**src/rtl/reg_bank_arbiter_if.sv**
```systemverilog
`default_nettype none
// ============================================================================
//  Module   : reg_bank_arbiter_if
//  Purpose  : Bundles the two requester channels (A and B) and the shared
//             response signals of the register-bank arbiter.
//  Ports    : master - client side: drives req/we/addr/wdata for A and B,
//                      observes grant/ack/rdata/busy/txn_count.
//             slave  - arbiter side: the mirror image of master.
//  Revision : 1.0 - initial release
// ============================================================================
interface reg_bank_arbiter_if #(
    parameter int WIDTH = 8,
    parameter int DEPTH = 4
);
    localparam int ADDR_W = $clog2(DEPTH);

    logic              req_a;
    logic              we_a;
    logic [ADDR_W-1:0] addr_a;
    logic [WIDTH-1:0]  wdata_a;
    logic              req_b;
    logic              we_b;
    logic [ADDR_W-1:0] addr_b;
    logic [WIDTH-1:0]  wdata_b;
    logic              grant_a;
    logic              grant_b;
    logic              ack_a;
    logic              ack_b;
    logic [WIDTH-1:0]  rdata;
    logic              busy;
    logic [7:0]        txn_count;

    modport master (
        output req_a, we_a, addr_a, wdata_a,
        output req_b, we_b, addr_b, wdata_b,
        input  grant_a, grant_b, ack_a, ack_b, rdata, busy, txn_count
    );

    modport slave (
        input  req_a, we_a, addr_a, wdata_a,
        input  req_b, we_b, addr_b, wdata_b,
        output grant_a, grant_b, ack_a, ack_b, rdata, busy, txn_count
    );
endinterface
`default_nettype wire

```
**src/rtl/reg_bank_arbiter.sv**
```systemverilog
`default_nettype none
// ============================================================================
//  Module   : reg_bank_arbiter
//  Purpose  : Round-robin arbiter/sequencer sharing a DEPTH x WIDTH flip-flop
//             register bank between requesters A and B. Each grant performs
//             one write or one read and ends with a one-cycle ack.
//  Ports    : clk    - clock, rising edge active
//             rst_n  - asynchronous active-low reset
//             bus    - reg_bank_arbiter_if.slave (requests in, grant/ack/
//                      rdata/busy/txn_count out; all outputs registered)
//  Revision : 1.0 - initial release
// ============================================================================
module reg_bank_arbiter #(
    parameter int WIDTH = 8,
    parameter int DEPTH = 4
) (
    input  wire logic          clk,
    input  wire logic          rst_n,
    reg_bank_arbiter_if.slave  bus
);
    localparam int ADDR_W = $clog2(DEPTH);

    localparam logic [1:0] S_IDLE    = 2'd0;
    localparam logic [1:0] S_GRANT_A = 2'd1;
    localparam logic [1:0] S_GRANT_B = 2'd2;
    localparam logic [1:0] S_DONE    = 2'd3;

    logic [1:0]        state_q;
    logic [1:0]        state_d;
    // 1 when A was served most recently; reset value 0 gives A priority.
    logic              last_a_q;
    logic              grant_a_q;
    logic              grant_b_q;
    logic              ack_a_q;
    logic              ack_b_q;
    logic              busy_q;
    logic [WIDTH-1:0]  rdata_q;
    logic [7:0]        txn_count_q;
    logic [WIDTH-1:0]  bank_q [DEPTH];

    logic              w_access;
    logic              w_owner_we;
    logic [ADDR_W-1:0] w_owner_addr;
    logic [WIDTH-1:0]  w_owner_wdata;

    always_comb begin
        state_d = state_q;
        case (state_q)
            S_IDLE: begin
                // On contention the requester not served last wins.
                if (bus.req_a && (!bus.req_b || !last_a_q)) begin
                    state_d = S_GRANT_A;
                end else if (bus.req_b) begin
                    state_d = S_GRANT_B;
                end
            end
            S_GRANT_A, S_GRANT_B: state_d = S_DONE;
            S_DONE:               state_d = S_IDLE;
            default:              state_d = S_IDLE;
        endcase
    end

    // Only the current owner's channel reaches the bank; the other is ignored.
    assign w_access      = (state_q == S_GRANT_A) || (state_q == S_GRANT_B);
    assign w_owner_we    = (state_q == S_GRANT_B) ? bus.we_b    : bus.we_a;
    assign w_owner_addr  = (state_q == S_GRANT_B) ? bus.addr_b  : bus.addr_a;
    assign w_owner_wdata = (state_q == S_GRANT_B) ? bus.wdata_b : bus.wdata_a;

    always_ff @(posedge clk or negedge rst_n) begin
        if (!rst_n) begin
            state_q     <= S_IDLE;
            last_a_q    <= 1'b0;
            grant_a_q   <= 1'b0;
            grant_b_q   <= 1'b0;
            ack_a_q     <= 1'b0;
            ack_b_q     <= 1'b0;
            busy_q      <= 1'b0;
            rdata_q     <= '0;
            txn_count_q <= 8'd0;
            for (int i = 0; i < DEPTH; i++) begin
                bank_q[i] <= '0;
            end
        end else begin
            state_q   <= state_d;
            // Grant/busy are registered copies of the next state so they
            // line up exactly with the state they describe.
            grant_a_q <= (state_d == S_GRANT_A);
            grant_b_q <= (state_d == S_GRANT_B);
            busy_q    <= (state_d != S_IDLE);
            ack_a_q   <= (state_q == S_GRANT_A);
            ack_b_q   <= (state_q == S_GRANT_B);
            if (w_access) begin
                if (w_owner_we) begin
                    bank_q[w_owner_addr] <= w_owner_wdata;
                end else begin
                    rdata_q <= bank_q[w_owner_addr];
                end
                last_a_q    <= (state_q == S_GRANT_A);
                txn_count_q <= txn_count_q + 8'd1;
            end
        end
    end

    assign bus.grant_a   = grant_a_q;
    assign bus.grant_b   = grant_b_q;
    assign bus.ack_a     = ack_a_q;
    assign bus.ack_b     = ack_b_q;
    assign bus.busy      = busy_q;
    assign bus.rdata     = rdata_q;
    assign bus.txn_count = txn_count_q;

endmodule
`default_nettype wire

```
**src/flat_wrapper.sv**
```systemverilog
// flat-port wrapper written by rule: the top's interface ports become plain ports
module reg_bank_arbiter_flat 
#(
    parameter int WIDTH = 8,
    parameter int DEPTH = 4
)
  (clk, rst_n, bus_req_a, bus_we_a, bus_addr_a, bus_wdata_a, bus_req_b, bus_we_b, bus_addr_b, bus_wdata_b, bus_grant_a, bus_grant_b, bus_ack_a, bus_ack_b, bus_rdata, bus_busy, bus_txn_count);
  reg_bank_arbiter_if #(.WIDTH(WIDTH), .DEPTH(DEPTH)) bus_i ();
  input  wire logic clk;
  input  wire logic rst_n;
  input wire logic [$bits(bus_i.req_a)-1:0] bus_req_a;
  input wire logic [$bits(bus_i.we_a)-1:0] bus_we_a;
  input wire logic [$bits(bus_i.addr_a)-1:0] bus_addr_a;
  input wire logic [$bits(bus_i.wdata_a)-1:0] bus_wdata_a;
  input wire logic [$bits(bus_i.req_b)-1:0] bus_req_b;
  input wire logic [$bits(bus_i.we_b)-1:0] bus_we_b;
  input wire logic [$bits(bus_i.addr_b)-1:0] bus_addr_b;
  input wire logic [$bits(bus_i.wdata_b)-1:0] bus_wdata_b;
  output wire logic [$bits(bus_i.grant_a)-1:0] bus_grant_a;
  output wire logic [$bits(bus_i.grant_b)-1:0] bus_grant_b;
  output wire logic [$bits(bus_i.ack_a)-1:0] bus_ack_a;
  output wire logic [$bits(bus_i.ack_b)-1:0] bus_ack_b;
  output wire logic [$bits(bus_i.rdata)-1:0] bus_rdata;
  output wire logic [$bits(bus_i.busy)-1:0] bus_busy;
  output wire logic [$bits(bus_i.txn_count)-1:0] bus_txn_count;
  assign bus_i.req_a = bus_req_a;
  assign bus_i.we_a = bus_we_a;
  assign bus_i.addr_a = bus_addr_a;
  assign bus_i.wdata_a = bus_wdata_a;
  assign bus_i.req_b = bus_req_b;
  assign bus_i.we_b = bus_we_b;
  assign bus_i.addr_b = bus_addr_b;
  assign bus_i.wdata_b = bus_wdata_b;
  assign bus_grant_a = bus_i.grant_a;
  assign bus_grant_b = bus_i.grant_b;
  assign bus_ack_a = bus_i.ack_a;
  assign bus_ack_b = bus_i.ack_b;
  assign bus_rdata = bus_i.rdata;
  assign bus_busy = bus_i.busy;
  assign bus_txn_count = bus_i.txn_count;
  reg_bank_arbiter #(.WIDTH(WIDTH), .DEPTH(DEPTH)) u_core (.clk(clk), .rst_n(rst_n), .bus(bus_i));
endmodule
```
**config.mk**
```make
export PLATFORM = sky130hd
export DESIGN_NAME = reg_bank_arbiter_flat
export DESIGN_NICKNAME = d
export VERILOG_FILES = /design/src/rtl/reg_bank_arbiter_if.sv /design/src/rtl/reg_bank_arbiter.sv /design/src/flat_wrapper.sv
export SDC_FILE = /design/constraint.sdc
export NUM_CORES = 1
export LEC_CHECK = 0
export ABC_AREA = 0
export BUFFER_PORTS_ARGS = -buffer_cell sky130_fd_sc_hd__buf_2
export CORE_UTILIZATION = 50
export DETAILED_ROUTE_END_ITERATION = 7
export GPL_TIMING_DRIVEN = 1
export HOLD_SLACK_MARGIN = 0.06
export PLACE_DENSITY = 0.77
export RECOVER_POWER = 100
export SLEW_MARGIN = 20
export SYNTH_ARGS = -nofsm -noshare
export SYNTH_HDL_FRONTEND = slang
export SYNTH_SLANG_ARGS = --single-unit
export TNS_END_PERCENT = 100
```
**constraint.sdc**
```tcl
create_clock -name clk -period 1.7 [get_ports clk]
set_input_delay 0.085 -clock clk [delete_from_list [all_inputs] [get_ports clk]]
set_output_delay 0.085 -clock clk [all_outputs]
set_load 0.005 [all_outputs]
```
==> Word-level counts from Yosys, hierarchy flattened <==
Cells that the tools add are included.
{ "totals": {"register_bits": 56, "output_inout_bits": 21, "word_cells": 46, "in_bits": 26} }
{ "classes": {"n_addsub": 1, "n_reduce_logical": 11, "n_bitwise": 2, "n_mux": 12, "n_eq_ne": 5, "order_cmp": 2} }
{ "op_table": {"columns": ["op", "count"], "rows": [
  ["32-bit bitwise mux", 1],
  ["8-bit two-way mux", 4],
  ["8-bit binary-select mux with 2-bit select", 1],
  ["8-bit demux with 2-bit select", 1],
  ["8-bit by 1-bit adder with 8-bit output, second input constant", 1],
  ["2-bit == test, second input constant", 3],
  ["2-bit two-way mux", 3],
  ["2-bit one-hot mux with 3 select lines", 1],
  ["2-bit by 1-bit == test with 1-bit output, second input constant", 2],
  ["2-bit AND reduction", 2],
  ["3-bit >= comparator, second input constant", 1],
  ["3-bit by 1-bit less-than comparator with 1-bit output, second input constant", 1],
  ["2-bit NOT with 3-bit output", 1],
  ["1-bit logical AND", 2],
  ["1-bit logical NOT", 2],
  ["2-bit logical NOT", 1],
  ["1-bit logical OR", 2],
  ["2-bit nonzero test", 1],
  ["2-bit OR reduction", 1],
  ["1-bit two-way mux", 1],
  ["1-bit NOT", 1]
]} }

==> Depth between registers and ports, before layout <==
{ "depth": {"depth_word": 8, "mapped_depth": 9, "depth_no_buf": 6} }

==> Least setup slack after synthesis <==
Ideal clock, no wire load.
{ "synth_timing": {"path_type": "register to register", "start": "reg u_core.state_q[0]", "end": "reg u_core.rdata_q[0] (netlist: u_core.bus.rdata[0])", "path_stages_with_launch": 8, "slack_ns": -0.158, "path_buffers": 2, "t_arrival_ns": 1.733, "cell_sequence": "dfrtp_1 inv_1 ha_1 buf_6 mux2_4 or2_0 buf_6 mux2_4"} }
{ "synth_between": {"elab_chain_len": 6, "word_cells_on_any_way": 11, "classes_between": "2 x eq/ne; 5 x mux; 2 x bitwise; 2 x reduce/logical"} }
{ "synth_rtl": {"columns": ["element", "line_no", "rtl"], "rows": [
  ["start: declaration", "reg_bank_arbiter.sv:28", "logic [1:0] state_q;"],
  ["start signal: assignment", "reg_bank_arbiter.sv:84", "state_q <= state_d;"],
  ["2-bit == test", "reg_bank_arbiter.sv:64, reg_bank_arbiter.sv:65, reg_bank_arbiter.sv:66", null],
  ["2-bit two-way mux", "reg_bank_arbiter.sv:66", "assign w_owner_addr = (state_q == S_GRANT_B) ? bus.addr_b : bus.addr_a;"],
  ["2-bit NOT with 3-bit output (implied by the code)", "reg_bank_arbiter.sv:96", "rdata_q <= bank_q[w_owner_addr];"],
  ["8-bit binary-select mux with 2-bit select", "reg_bank_arbiter.sv:96", null],
  ["8-bit two-way mux (implied by the code) (2 in a row)", "reg_bank_arbiter.sv:96", null],
  ["end signal: assignment", "reg_bank_arbiter.sv:96", null],
  ["end: declaration", "reg_bank_arbiter.sv:37", "logic [WIDTH-1:0] rdata_q;"]
]} }
Several ways; a longest one is shown, not always the timed one. The select of a mux whose other input is x is not followed.
A chain may end at the register's enable or synchronous reset.

==> Worst setup path in the final report <==
{ "layout_timing": {"start": "reg u_core.state_q[0]", "end": "reg u_core.rdata_q[2] (netlist: u_core.bus.rdata[2])"} }
The elaborated chain is that of the path after synthesis.

==> summary.md <==
| Metric | Value |
|---|---|
| Outcome | complete, but fails checks |
| Failing checks | setup timing |
| Leading area contributor after synthesis | dfrtp_1 |
| R2R depth | 8 |
| CTS root buf | clkbuf_8 |
| Vias/cell | 5.37 |
| Die height | 74.3 um |
| CP bufs+invs | 3 |
| First-pass DRT Iterations | 4 |
| Num rows | 25 |
| Hold Worst Slack | 75.6 ps |
| PD cells | 1760 mW/mm^2 |
| Layout cells sized above 1 | 37.8% |
| Post-layout util | 67.5% |
| Total power | 5790 uW |
| Distinct cells, synth | 29 |
| Syn avg cell area | 10.8 um^2 |
| Final max-slew violation count | 0 |
| Post-synth top cells | dfrtp_1 (56), o21ai_0 (51), nand2_1 (39) |
| Hold Crit Start | bus_req_b |
| Post-synth EDFFs | 0 |
| Yosys warning total | 0 |
| Initial antenna violation count | 0 |
| Biggest fanout along the worst timing path | 7 |
| RR Endpoint | u_core.bus.rdata[2]$_DFFE_PN0P_ |
| FF/Latch Area | 0.00140 mm^2 |
| Max-slew headroom | 8.97% |
| Layout Nets | 343 |
| # port buffers | 46 |
| Filler cells | 397 |
| Hold Crit Class | input port to flop |
| Core Footprint | 0.00488 mm^2 |
| Yosys reg bits | 56 |
| Syn Inst Count | 241 |
| WP data arrival | 1980 ps |
| Full die area | 0.00551 mm^2 |
| Worst-Margin Slew | 1370 ps |
| Crit path time final | 1780 ps |
| Vias | 2034 |
| Critical path type | flop to flop |
| Req. time, crit path | 1900 ps |
| Largest net degree at the start of global routing | 35 |
| # DRC | 0 |
| Clock Skew | 6.17 ps |
| Starting Density | 53.5% |
| Global-route usage over all layers | 23.8% |
| Worst Hold End | u_core.bus.grant_a$_DFF_PN0_ |
| Fraction of registers with async set/reset | 100% |
| Clock buffer depth | 2 |
| Placement Setup Slack | -192 ps |
| Vias in the first global route | 1948 |
| CTS tree | done |
| Setup slack, reg-to-reg | -80 ps |
| Num CTS Buffers | 5 |
| RePlAce Congestion | 0.823 |
| Top cells by area, synth | dfrtp_1 (54%), o21ai_0 (9.8%), nand2_1 (5.6%) |
| Syn_nets | 271 |
| Top Family by Delay on Critical Path | flip-flops |
| Share of the synthesized area in the top cell type | 53.7% |
| Final Setup Violations | 8 |
| WL/cell | 15.6 um |
| Hold Path Depth | 3 |
| Fin. Hold Viols | 0 |
| Drt initial violations | 126 |
| Fmax achieved | 0.562 GHz |
| CTS Sinks | 56 |
| # IOs | 47 |
| CP Capture Type | flop |
| Setup TNS | -470 ps |
| Most numerous cell in the Yosys netlist | dfrtp_1 |
| Leakage power | 0.00160 uW |
| Multi-input gate area | 0.00117 mm^2 |
| Hpwl dp | 4080 um |
| CP peak stage delay | 380 ps |
| Area growth, synth to finish | 26.2% |
| Sequential share of the synthesized area | 53.7% |
| Slowest CP cell | dfrtp_1 |
| DIE WIDTH | 74.3 um |
| Clk Latency, worst-skew pair | 310 ps |
| ANT nets after route | 0 |
| Worst-path clk slew | 90 ps |
| Setup WS post-layout | -79.7 ps |
| Max Cap Violations | 0 |
| First-pass GRT wire length | 9580 um |
| RSZ-0062 raised after global routing | yes |
| Cell Area, Synth | 0.00261 mm^2 |
| Peak supply drop | 0.000778 V |
| Worst-path cell chain | inv_2 > ha_4 > buf_6 > and3b_1 > nor2_1 > buf_4 > o2111ai_2 > mux2_4 |
| Tcrit/Tclk final | 105% |
| Gr ovfl total | 0 |
| Routed wire length | 5900 um |
| Worst reg2reg startpoint | u_core.state_q[0]$_DFF_PN0_ |
| Startpoint Class | flop |
| Antenna diode count | 0 |
| H-tree levels | 2 |
| Top FF cell, synth | dfrtp_1 |
[kinds of logic after synthesis]
group                      Yosys count  share of synthesized area [%]
AOI/OAI and AO/OA                   72                           16.2
xor gates and xnor gates             7                           2.35
adders and majority gates            4                           1.92
buffers and inverters               23                           4.31
DFF                                 56                           53.7
muxes                               21                           10.6
and+or+nand+nor                     58                           10.9
[how the worst max path moves through the flow]
stage | start | end | slack, ps | cells after the start
6_report | u_core.state_q[0]$_DFF_PN0_ | u_core.bus.rdata[2]$_DFFE_PN0P_ | -80 | 8
2_1_floorplan | u_core.state_q[0]$_DFF_PN0_ | u_core.bus.rdata[0]$_DFFE_PN0P_ | -160 | 7
3_5_place_dp | u_core.state_q[0]$_DFF_PN0_ | u_core.bus.rdata[1]$_DFFE_PN0P_ | -190 | 8
4_1_cts | u_core.state_q[0]$_DFF_PN0_ | u_core.bus.rdata[3]$_DFFE_PN0P_ | -40 | 6
3_3_place_gp | u_core.state_q[0]$_DFF_PN0_ | u_core.bus.rdata[0]$_DFFE_PN0P_ | -100 | 8
5_1_grt | u_core.state_q[1]$_DFF_PN0_ | u_core.bus.rdata[2]$_DFFE_PN0P_ | -140 | 7
[metal layers]
metal	vias to the layer above	part of all wire [%]	global-route usage (%)
met1	973	47	34.3
met4	0	1.7	10.1
met2	62	48	34.7
li1	989	-	-
met3	10	4.1	5.56
met5	-	0	0
[area by class of cell]
class	instances	area share, %
clock inverters	1	0.912
repair buffers	76	14.9
flip-flops and latches	56	42.5
well taps	67	2.54
clock buffers	5	2.09
inverters	12	1.37
multi-input cells	162	35.6
[cell usage in the layout, fill, tap and decap left out, types with 3 or more instances in the layout]
cell type  instances
o2111ai_1          6
o211ai_2           4
o21ai_0           33
buf_6              6
xnor2_1            4
dfrtp_1           56
nand4_1            3
nand2_1           39
mux2i_1            6
buf_2             45
mux2i_2            3
nor3b_2            3
inv_1             11
o21ai_1           17
mux2_4             8
xor2_1             3
a21oi_1            3
buf_4             22
o21ai_2            6
clkbuf_8           5
[report_power, final]
group | switching (uW) | internal [uW]
registers | 373 | 1910
clock network | 408 | 423
logic | 1290 | 1380
total | 2070 | 3720
[sequential cells by signal, summed over array words and instances (netlist names)]
signal and count:
u_core.last_a_q 1, u_core.bus.grant_a 1, u_core.bus.ack_b 1, u_core.bus.ack_a 1
u_core.bus.grant_b 1, u_core.bus.busy 1, u_core.bus.txn_count 8, u_core.bus.rdata 8
u_core.bank_q 32, u_core.state_q 2
[timing repair]
action / CTS / global route
hold buffers: 1 / 0
gates resized for setup: 22 / 23
setup endpoints to repair: 32 / 35
pin swaps: 4 / 4
setup buffers: 1 / 1
endpoints found under the hold margin: 22 / 0
cloned: 1 / 0
[metrics by stage]
| step | cell area, um^2 | cells |
|---|---|---|
| 2_1_floorplan | 2620 | 241 |
| 3_3_place_gp | 3060 | 369 |
| 5_1_grt | 3290 | 379 |
| 4_1_cts | 3240 | 378 |
| 3_5_place_dp | 3060 | 369 |
| 6_report | 3290 | 379 |
[worst register-to-register path, delay by kind of cell, from the launching register on]
kind	cells	cell delay (ps)
compound gates	1	130
simple gates	2	330
buf+inv	3	370
mux	1	280
fa+ha+maj	1	170
flops	1	380
No activity file was read; power rests on OpenSTA's default activity.
